**src/rtl/vend_pkg.sv**
```systemverilog
// Shared vending-machine definitions: coin codes, coin values, cents width and
// the coin acceptor's FSM state type.
package vend_pkg;

    localparam int CENTS_W = 9;

    localparam int NICKEL_CENTS  = 5;
    localparam int DIME_CENTS    = 10;
    localparam int QUARTER_CENTS = 25;

    localparam logic [1:0] COIN_NONE    = 2'b00;
    localparam logic [1:0] COIN_NICKEL  = 2'b01;
    localparam logic [1:0] COIN_DIME    = 2'b10;
    localparam logic [1:0] COIN_QUARTER = 2'b11;

    typedef enum logic [1:0] {
        ST_IDLE     = 2'b00,
        ST_COLLECT  = 2'b01,
        ST_DISPENSE = 2'b10
    } state_t;

endpackage

```
**src/rtl/coin_value_decode.sv**
```systemverilog
// Combinational map from a coin code to its value in cents plus a valid flag.
module coin_value_decode
    import vend_pkg::*;
#(
    parameter int NICKEL_C  = NICKEL_CENTS,
    parameter int DIME_C    = DIME_CENTS,
    parameter int QUARTER_C = QUARTER_CENTS
) (
    input  logic [1:0]         coin_type,
    output logic [CENTS_W-1:0] cents,
    output logic               valid
);

    always_comb begin
        cents = '0;
        valid = 1'b0;
        case (coin_type)
            COIN_NICKEL: begin
                cents = CENTS_W'(NICKEL_C);
                valid = 1'b1;
            end
            COIN_DIME: begin
                cents = CENTS_W'(DIME_C);
                valid = 1'b1;
            end
            COIN_QUARTER: begin
                cents = CENTS_W'(QUARTER_C);
                valid = 1'b1;
            end
            default: begin
                cents = '0;
                valid = 1'b0;
            end
        endcase
    end

endmodule

```
**src/rtl/coin_acceptor.sv**
```systemverilog
// Vending-machine front end: accumulates coin credit and resolves vend/cancel
// requests into a change amount for the change dispenser.
module coin_acceptor
    import vend_pkg::*;
#(
    parameter int MAX_CREDIT = 500,
    parameter int NICKEL_C   = 5,
    parameter int DIME_C     = 10,
    parameter int QUARTER_C  = 25
) (
    input  logic       clk,
    input  logic       reset,
    input  logic       coin_valid,
    input  logic [1:0] coin_type,
    input  logic       select_valid,
    input  logic [8:0] price,
    input  logic       cancel,
    output logic [8:0] credit,
    output logic       coin_reject,
    output logic       vend,
    output logic       sel_err,
    output logic [8:0] change,
    output logic       change_valid,
    output logic       busy
);

    state_t             state;
    logic [CENTS_W-1:0] coin_cents;
    logic               coin_ok;

    coin_value_decode #(
        .NICKEL_C  (NICKEL_C),
        .DIME_C    (DIME_C),
        .QUARTER_C (QUARTER_C)
    ) u_decode (
        .coin_type (coin_type),
        .cents     (coin_cents),
        .valid     (coin_ok)
    );

    // Widened by one bit so a full credit plus a quarter cannot wrap past the limit.
    function automatic logic coin_fits(input logic [CENTS_W-1:0] cur,
                                       input logic [CENTS_W-1:0] add);
        logic [CENTS_W:0] sum;
        sum = {1'b0, cur} + {1'b0, add};
        return sum <= (CENTS_W + 1)'(MAX_CREDIT);
    endfunction

    function automatic logic price_ok(input logic [CENTS_W-1:0] p,
                                      input logic [CENTS_W-1:0] cur);
        return (p != '0) && ((p % CENTS_W'(5)) == '0) && (p <= cur);
    endfunction

    always_ff @(posedge clk) begin
        if (reset) begin
            state        <= ST_IDLE;
            credit       <= '0;
            change       <= '0;
            coin_reject  <= 1'b0;
            vend         <= 1'b0;
            sel_err      <= 1'b0;
            change_valid <= 1'b0;
            busy         <= 1'b0;
        end else begin
            coin_reject  <= 1'b0;
            vend         <= 1'b0;
            sel_err      <= 1'b0;
            change_valid <= 1'b0;
            busy         <= 1'b0;
            case (state)
                ST_DISPENSE: begin
                    // Output phase: nothing is acted on, coins and selects bounce.
                    state       <= ST_IDLE;
                    coin_reject <= coin_valid;
                    sel_err     <= select_valid;
                end
                default: begin
                    if (cancel && (credit != '0)) begin
                        change       <= credit;
                        credit       <= '0;
                        state        <= ST_DISPENSE;
                        change_valid <= 1'b1;
                        busy         <= 1'b1;
                        sel_err      <= select_valid;
                        coin_reject  <= coin_valid;
                    end else if (select_valid) begin
                        coin_reject <= coin_valid;
                        if (price_ok(price, credit)) begin
                            change       <= credit - price;
                            credit       <= '0;
                            state        <= ST_DISPENSE;
                            vend         <= 1'b1;
                            change_valid <= 1'b1;
                            busy         <= 1'b1;
                        end else begin
                            sel_err <= 1'b1;
                        end
                    end else if (coin_valid) begin
                        if (coin_ok && coin_fits(credit, coin_cents)) begin
                            credit <= credit + coin_cents;
                            state  <= ST_COLLECT;
                        end else begin
                            coin_reject <= 1'b1;
                        end
                    end
                end
            endcase
        end
    end

endmodule

```
**config.mk**
```make
export PLATFORM = sky130hd
export DESIGN_NAME = coin_acceptor
export DESIGN_NICKNAME = d
export VERILOG_FILES = /design/src/rtl/vend_pkg.sv /design/src/rtl/coin_value_decode.sv /design/src/rtl/coin_acceptor.sv
export SDC_FILE = /design/constraint.sdc
export NUM_CORES = 1
export LEC_CHECK = 0
export BUFFER_PORTS_ARGS = -buffer_cell sky130_fd_sc_hd__buf_2
export CORE_ASPECT_RATIO = 1.4
export CORE_MARGIN = 2
export CORE_UTILIZATION = 55
export CTS_BUF_LIST = sky130_fd_sc_hd__clkbuf_4 sky130_fd_sc_hd__clkbuf_8
export DETAILED_ROUTE_END_ITERATION = 16
export PLACE_DENSITY = 0.78
export SLEW_MARGIN = 20
export SYNTH_ARGS = -nofsm -noshare
export SYNTH_HDL_FRONTEND = slang
export SYNTH_SLANG_ARGS = --single-unit
```
**constraint.sdc**
```tcl
create_clock -name clk -period 4.75 [get_ports clk]
set_clock_uncertainty 0.05 [all_clocks]
set_input_delay 0.475 -clock clk [delete_from_list [all_inputs] [get_ports clk]]
set_output_delay 0.475 -clock clk [all_outputs]
set_load 0.05 [all_outputs]
```
==> results of run 1 <==
-- per-layer routing --
layer	global-route usage, %	part of all wire (%)	vias to the layer above
met2	44.1	51	97
met5	0	0	-
met1	34.8	41	1222
met4	11.3	3.5	0
li1	-	-	1258
met3	2.33	4.1	23
-- cell type report --
type | instances | area (µm²)
multi-input cells | 254 | 1850
fillers | 427 | 1710
flip-flops and latches | 24 | 480
repair buffers | 40 | 205
well taps | 62 | 77.6
inverters | 19 | 71.3
clock buffers | 3 | 41.3
clock inverters | 1 | 30.0
-- Yosys cell counts, drive strengths merged, types with 4 or more instances --
cell and n:
nor3 13, a211oi 14, xor2 6, o211a 4
a21o 9, a22oi 5, a21oi 20, clkbuf 7
ha 14, a211o 7, a31oi 5, nand2b 5
nand4 8, o21ai 9, xnor2 7, nor2 24
nand2 16, o21a 5, dfxtp 24, nand3 6
nor2b 13, nor4 8, inv 19, buf 15
o211ai 4, a22o 6
-- how the worst max path moves through the flow --
stage          cells past startpoint                      to
3_3_place_gp                      12  change[0]$_SDFFE_PP0P_
6_report                          12  change[1]$_SDFFE_PP0P_
5_1_grt                           12  change[1]$_SDFFE_PP0P_
3_5_place_dp                      12  change[1]$_SDFFE_PP0P_
4_1_cts                           12  change[1]$_SDFFE_PP0P_
2_1_floorplan                     12  change[0]$_SDFFE_PP0P_
-- state kept, by name (all words and copies together) (netlist names) --
name and flops:
change 9, credit 9, state 2, busy 1
coin_reject 1, sel_err 1, vend 1
-- layout by cell type (no fill, tap or decap), types with 4 or more instances in the layout --
cell      instances
xnor2_1           7
inv_1            19
o211a_1           4
a21oi_1          18
dfxtp_1          24
a21o_1            9
nor2b_1          12
a22o_1            6
a211o_1           7
a22oi_1           5
a211oi_1         13
buf_2            38
o21a_1            4
ha_1             14
nand2b_1          5
nand3_1           6
nor3_1           13
o21ai_0           9
xor2_1            5
nor2_1           24
nand2_1          16
nand4_1           8
a31oi_1           5
nor4_1            8
-- power groups by stage --
stage	Clock, mW	Combinational (mW)	Sequential [mW]
after global routing	0.187	0.301	0.226
final	0.175	0.278	0.225
after global placement	0	0.270	0.229
after CTS	0.178	0.276	0.225
after detailed placement	0	0.274	0.229
after floorplan	0	0.173	0.271
-- per-stage QoR --
| stage | area, µm² | util, % | hold WS [ns] |
|---|---|---|---|
| 5_1_grt | 2760 | 61.8 | 0.416 |
| 4_1_cts | 2760 | 61.8 | 0.398 |
| 6_report | 2760 | 61.8 | 0.399 |
| 2_1_floorplan | 2520 | - | 0.418 |
| 3_3_place_gp | 2690 | 60.2 | 0.440 |
| 3_5_place_dp | 2690 | 60.2 | 0.462 |
-- cell families (layout without fill, tap and decap cells) --
logic type / after synthesis / after routing / share of synthesized area (%)
compound gates: 114 / 114 / 35.4
xor+xnor: 13 / 13 / 5.27
fa+ha+maj: 16 / 16 / 8.54
buf+inv: 41 / 63 / 7.40
flops: 24 / 24 / 19.1
mux: 3 / 3 / 1.29
simple gates: 108 / 108 / 23.0
-- worst max-delay path: stages --
cell and delay [ns]:
buf_2 0.26, inv_1 0.26, ha_1 0.37, nor2b_1 0.13
o21ai_0 0.19, a21boi_0 0.17, o31a_1 0.29, o31a_1 0.26
nor4_1 0.59, a2111oi_4 0.20, a21oi_2 0.32, mux2_1 0.36
==> flow_summary.json, run 1 <==
{
  "grt_pass1_wl_um": 11000,
  "design_power_total_mw": 0.678,
  "path_max_fanout": 14,
  "async_reset_ff_share_pct": 0,
  "hold_start": "coin_valid",
  "synth.distinct_cells": 68,
  "crit_start": "price[1]",
  "antenna_cells": 0,
  "overflow": 0,
  "cts_root_buffer": "clkbuf_8",
  "drt_pass1_iterations": 4,
  "syn_nets": 351,
  "drc": 0,
  "setup_viol": 0,
  "rsz0062_at_grt": "false",
  "fin_ws_ns": 0.966,
  "ys_warn_count": 0,
  "hp-class": "in -> reg",
  "worstHoldPathCells": 2,
  "synth.ff_latch_count": 24,
  "grt_max_degree": 21,
  "postSynthAreaPerCell_um2": 7.90,
  "grtUsageTotal_pct": 26.9,
  "dp_hpwl_um": 5000,
  "io_buffers": 38,
  "min_period_over_period_pct": 79.7,
  "coreArea_um2": 4460,
  "numClockSinks": 24,
  "gp_congestion": 0.973,
  "ios": 39,
  "max_freq_ghz": 0.264,
  "start_kind": "input pin",
  "wl_per_cell_um": 16.1,
  "required_ns": 4.85,
  "relSlewSlack_pct": 51.0,
  "r2r_setup_slack_ns": 1.25,
  "post-synth-top-area-cell": "dfxtp_1",
  "status": "complete, no violations",
  "p_comb_share_pct": 41.0,
  "drive_gt1_share_pct": 17.0,
  "clock_power_share_pct": 25.8,
  "setup.worst_path.class": "in -> reg",
  "die_h_um": 84.1,
  "finalNetCount": 374,
  "clock_path_buffers": 2,
  "power_frac_seq_pct": 33.1,
  "final_cells": 403,
  "ir_drop_v": 0.000238,
  "clk_pin_slew_ns": 0.08,
  "cts_tree": "yes",
  "synthCells": 319,
  "ys_seq_area_share_pct": 19.1,
  "finalHoldViolCount": 0,
  "p_int_mw": 0.422,
  "synthesis.area_um2": 2520,
  "worstRegToRegCells": 10,
  "switching_share_pct": 37.8,
  "drt_iter0_drc": 273,
  "post_cts_resized": 0,
  "min_period_ns": 3.78,
  "final_antenna_net_count": 0,
  "report.final.slew_viol_count": 0,
  "ys_top_cells_by_area": "dfxtp_1 19%, ha_1 7.0%, a211oi_1 3.9%",
  "clk_latency_ns": 0.26,
  "powerDensity_nw_per_um2": 246,
  "r2r-end": "change[1]$_SDFFE_PP0P_",
  "crit_arrival_ns": 3.89,
  "p_sw_mw": 0.257,
  "fin_tns_setup_ns": 0,
  "leakage_nw": 1.24,
  "place_inst": 399,
  "dieWidth_um": 61.2,
  "numCtsBuffers": 3,
  "post-cts-setup-buffer-count": 0,
  "synth-edff-count": 0,
  "start_util_pct": 56.4,
  "synthFlopType": "dfxtp_1",
  "vias": 2600,
  "grt_pass1_vias": 2436,
  "antenna_found_initial": 0,
  "r2r-start": "credit[1]$_SDFFE_PP0P_",
  "routed_wl_um": 6490,
  "worst_pin_slew_ns": 0.735,
  "synth_top_area_share_pct": 19.1,
  "pre_cts_ws_ns": 0.714,
  "postCtsHoldBufs": 0,
  "area_growth_pct": 9.49,
  "dieArea_um2": 5140,
  "max_cap_viol_count": 0,
  "htreeDepth": 1,
  "num_rows": 29,
  "hold_end": "coin_reject$_SDFF_PP0_",
  "drt-vias-per-instance": 6.45,
  "critPathCaptureType": "register"
}
Power figures use the tool's default switching activity.
==> run 2, diff against run 1 <==
Clock period 4.75 ns to 3.9 ns, I/O delays scaled along.
==> run 2 against run 1 <==
Core utilization is 0.67 points higher. Largest cell class unchanged. Critical path type unchanged. Final area grew 1.1%. Worst hold slack got worse by 0.083 ns.
==> flow_summary.json, run 2 (same netlist as run 1, synthesis figures left out) <==
{
  "leakage_nw": 1.26,
  "start_util_pct": 56.4,
  "coreArea_um2": 4460,
  "rsz0062_at_grt": "false",
  "critical-path-max-stage-delay_ns": 0.54,
  "hp-class": "in -> reg",
  "routed_wl_um": 6510,
  "grtUsageTotal_pct": 26.9,
  "antenna_cells": 0,
  "met2_usage_pct": 46.3,
  "grt_max_degree": 21,
  "antenna_found_initial": 0,
  "finalHoldViolCount": 0,
  "report.final.slew_viol_count": 0,
  "setup.worst_path.class": "in -> reg",
  "r2r-start": "credit[1]$_SDFFE_PP0P_",
  "critical_path_cell_count": 10,
  "wl_per_cell_um": 16.0,
  "layout_common_cells": "38 x buf_2, 24 x nor2_1, 24 x dfxtp_1, 19 x inv_1, 18 x a21oi_1",
  "cts_tree": "yes",
  "numClockSinks": 24,
  "min_period_over_period_pct": 86.5,
  "cts_root_buffer": "clkbuf_8",
  "grtUsageMet3_pct": 2.02,
  "dieWidth_um": 61.2,
  "timing.critical_path.buf_inv": 1,
  "pre_cts_ws_ns": 0.297,
  "use_met1_pct": 32.7,
  "start_kind": "input pin",
  "grt_pass1_vias": 2504,
  "critPathCaptureType": "register",
  "worst_pin_slew_ns": 0.685,
  "clk_latency_ns": 0.26,
  "final_antenna_net_count": 0,
  "r2r_setup_slack_ns": 0.75,
  "drc": 0,
  "drt_pass1_iterations": 4,
  "crit_end": "change[1]$_SDFFE_PP0P_",
  "crit_arrival_ns": 3.48,
  "status": "complete, no violations",
  "die_h_um": 84.1,
  "grt-busiest-layer": "met2",
  "fin_tns_setup_ns": 0,
  "max_cap_viol_count": 0,
  "setup_viol": 0,
  "path_delay_family": "simple AND/OR/NAND/NOR gates",
  "fin_ws_ns": 0.528,
  "crit_chain": "buf_2 > and2b_1 > a221oi_1 > o211ai_1 > or4_1 > a21o_1 > nand4_1 > nand4_1 > a21oi_2 > mux2_1",
  "hold_start": "coin_valid",
  "io_buffers": 38,
  "max_freq_ghz": 0.297,
  "final_common_cell": "buf_2",
  "postCtsHoldBufs": 0,
  "clk_pin_slew_ns": 0.08,
  "dieArea_um2": 5140,
  "min_period_ns": 3.37,
  "drive_gt1_share_pct": 18.0,
  "required_ns": 4.01,
  "crit_path_top_delay_cell": "or4_1",
  "post_cts_resized": 0,
  "path_max_fanout": 17,
  "relSlewSlack_pct": 54.3,
  "r2r-end": "credit[0]$_SDFFE_PP0P_",
  "numCtsBuffers": 3,
  "finalNetCount": 378,
  "clock_path_buffers": 2,
  "grt_pass1_wl_um": 11000,
  "num_rows": 29,
  "worstRegToRegCells": 11,
  "drt_iter0_drc": 193,
  "htreeDepth": 1,
  "crit_top_cell": "nand4_1",
  "post-cts-setup-buffer-count": 0,
  "ios": 39,
  "drt-vias-per-instance": 6.32,
  "area_growth_pct": 10.7,
  "reg.largest.list": "change (9), credit (9), state (2)",
  "dp_hpwl_um": 5000,
  "powerDensity_nw_per_um2": 297,
  "ir_drop_v": 0.000254,
  "gp_congestion": 0.945,
  "crit_start": "price[6]",
  "vias": 2574,
  "overflow": 0
}
[run 2: changes by cell type in the layout (fill, tap and decap cells not counted), sizes merged]
| cell | change |
|---|---|
| buf | +4 |
[run 2: worst register-to-register path, stage by stage, from the launching register on]
cell and delay, ns:
dfxtp_1 0.47, ha_1 0.29, nor2b_1 0.13, o21ai_0 0.19, a21boi_0 0.19, o31a_1 0.32
o31a_1 0.27, nor4_1 0.23, buf_4 0.18, a2111oi_4 0.06, a211oi_4 0.50, a22o_1 0.22
[run 2: metrics by stage]
stage | util (%) | hold slack, ns | power [mW] | cell area [µm²] | instances
floorplan | - | 0.418 | 0.541 | 2520 | 319
global placement | 60.9 | 0.431 | 0.608 | 2720 | 403
detailed placement | 60.9 | 0.465 | 0.614 | 2720 | 403
CTS | 62.5 | 0.316 | 0.828 | 2790 | 407
global route | 62.5 | 0.316 | 0.869 | 2790 | 407
finish | 62.5 | 0.316 | 0.828 | 2790 | 407
[run 2: routing by layer]
metal | part of all wire [%] | wire [µm] | up-vias
met5 | 0 | 0 | -
met4 | 3.2 | 211 | 0
met3 | 4.0 | 260 | 16
met2 | 53 | 3440 | 85
met1 | 40 | 2600 | 1201
li1 | - | - | 1272
[run 2: cell type report]
class,instances,area (µm²)
Clock buffer,3,41.3
Sequential cell,24,480
Fill cell,416,1680
Inverter,19,71.3
Multi-Input combinational cell,254,1850
Tap cell,62,77.6
Timing Repair Buffer,44,235
Clock inverter,1,30.0
[run 2: where the power goes]
group | leakage (nW) | internal [mW] | switching (mW)
Clock | 0.0357 | 0.137 | 0.0775
Combinational | 1.03 | 0.116 | 0.223
Sequential | 0.195 | 0.262 | 0.0125
Total | 1.26 | 0.515 | 0.313
[run 2: worst min-delay path by stage]
stage | end | slack [ns] | cells past startpoint
6_report | coin_reject$_SDFF_PP0_ | 0.32 | 2
5_1_grt | coin_reject$_SDFF_PP0_ | 0.32 | 2
4_1_cts | coin_reject$_SDFF_PP0_ | 0.32 | 2
3_5_place_dp | state[1]$_SDFFE_PP0P_ | 0.46 | 2
3_3_place_gp | state[1]$_SDFFE_PP0P_ | 0.43 | 2
2_1_floorplan | state[1]$_SDFFE_PP0P_ | 0.42 | 2
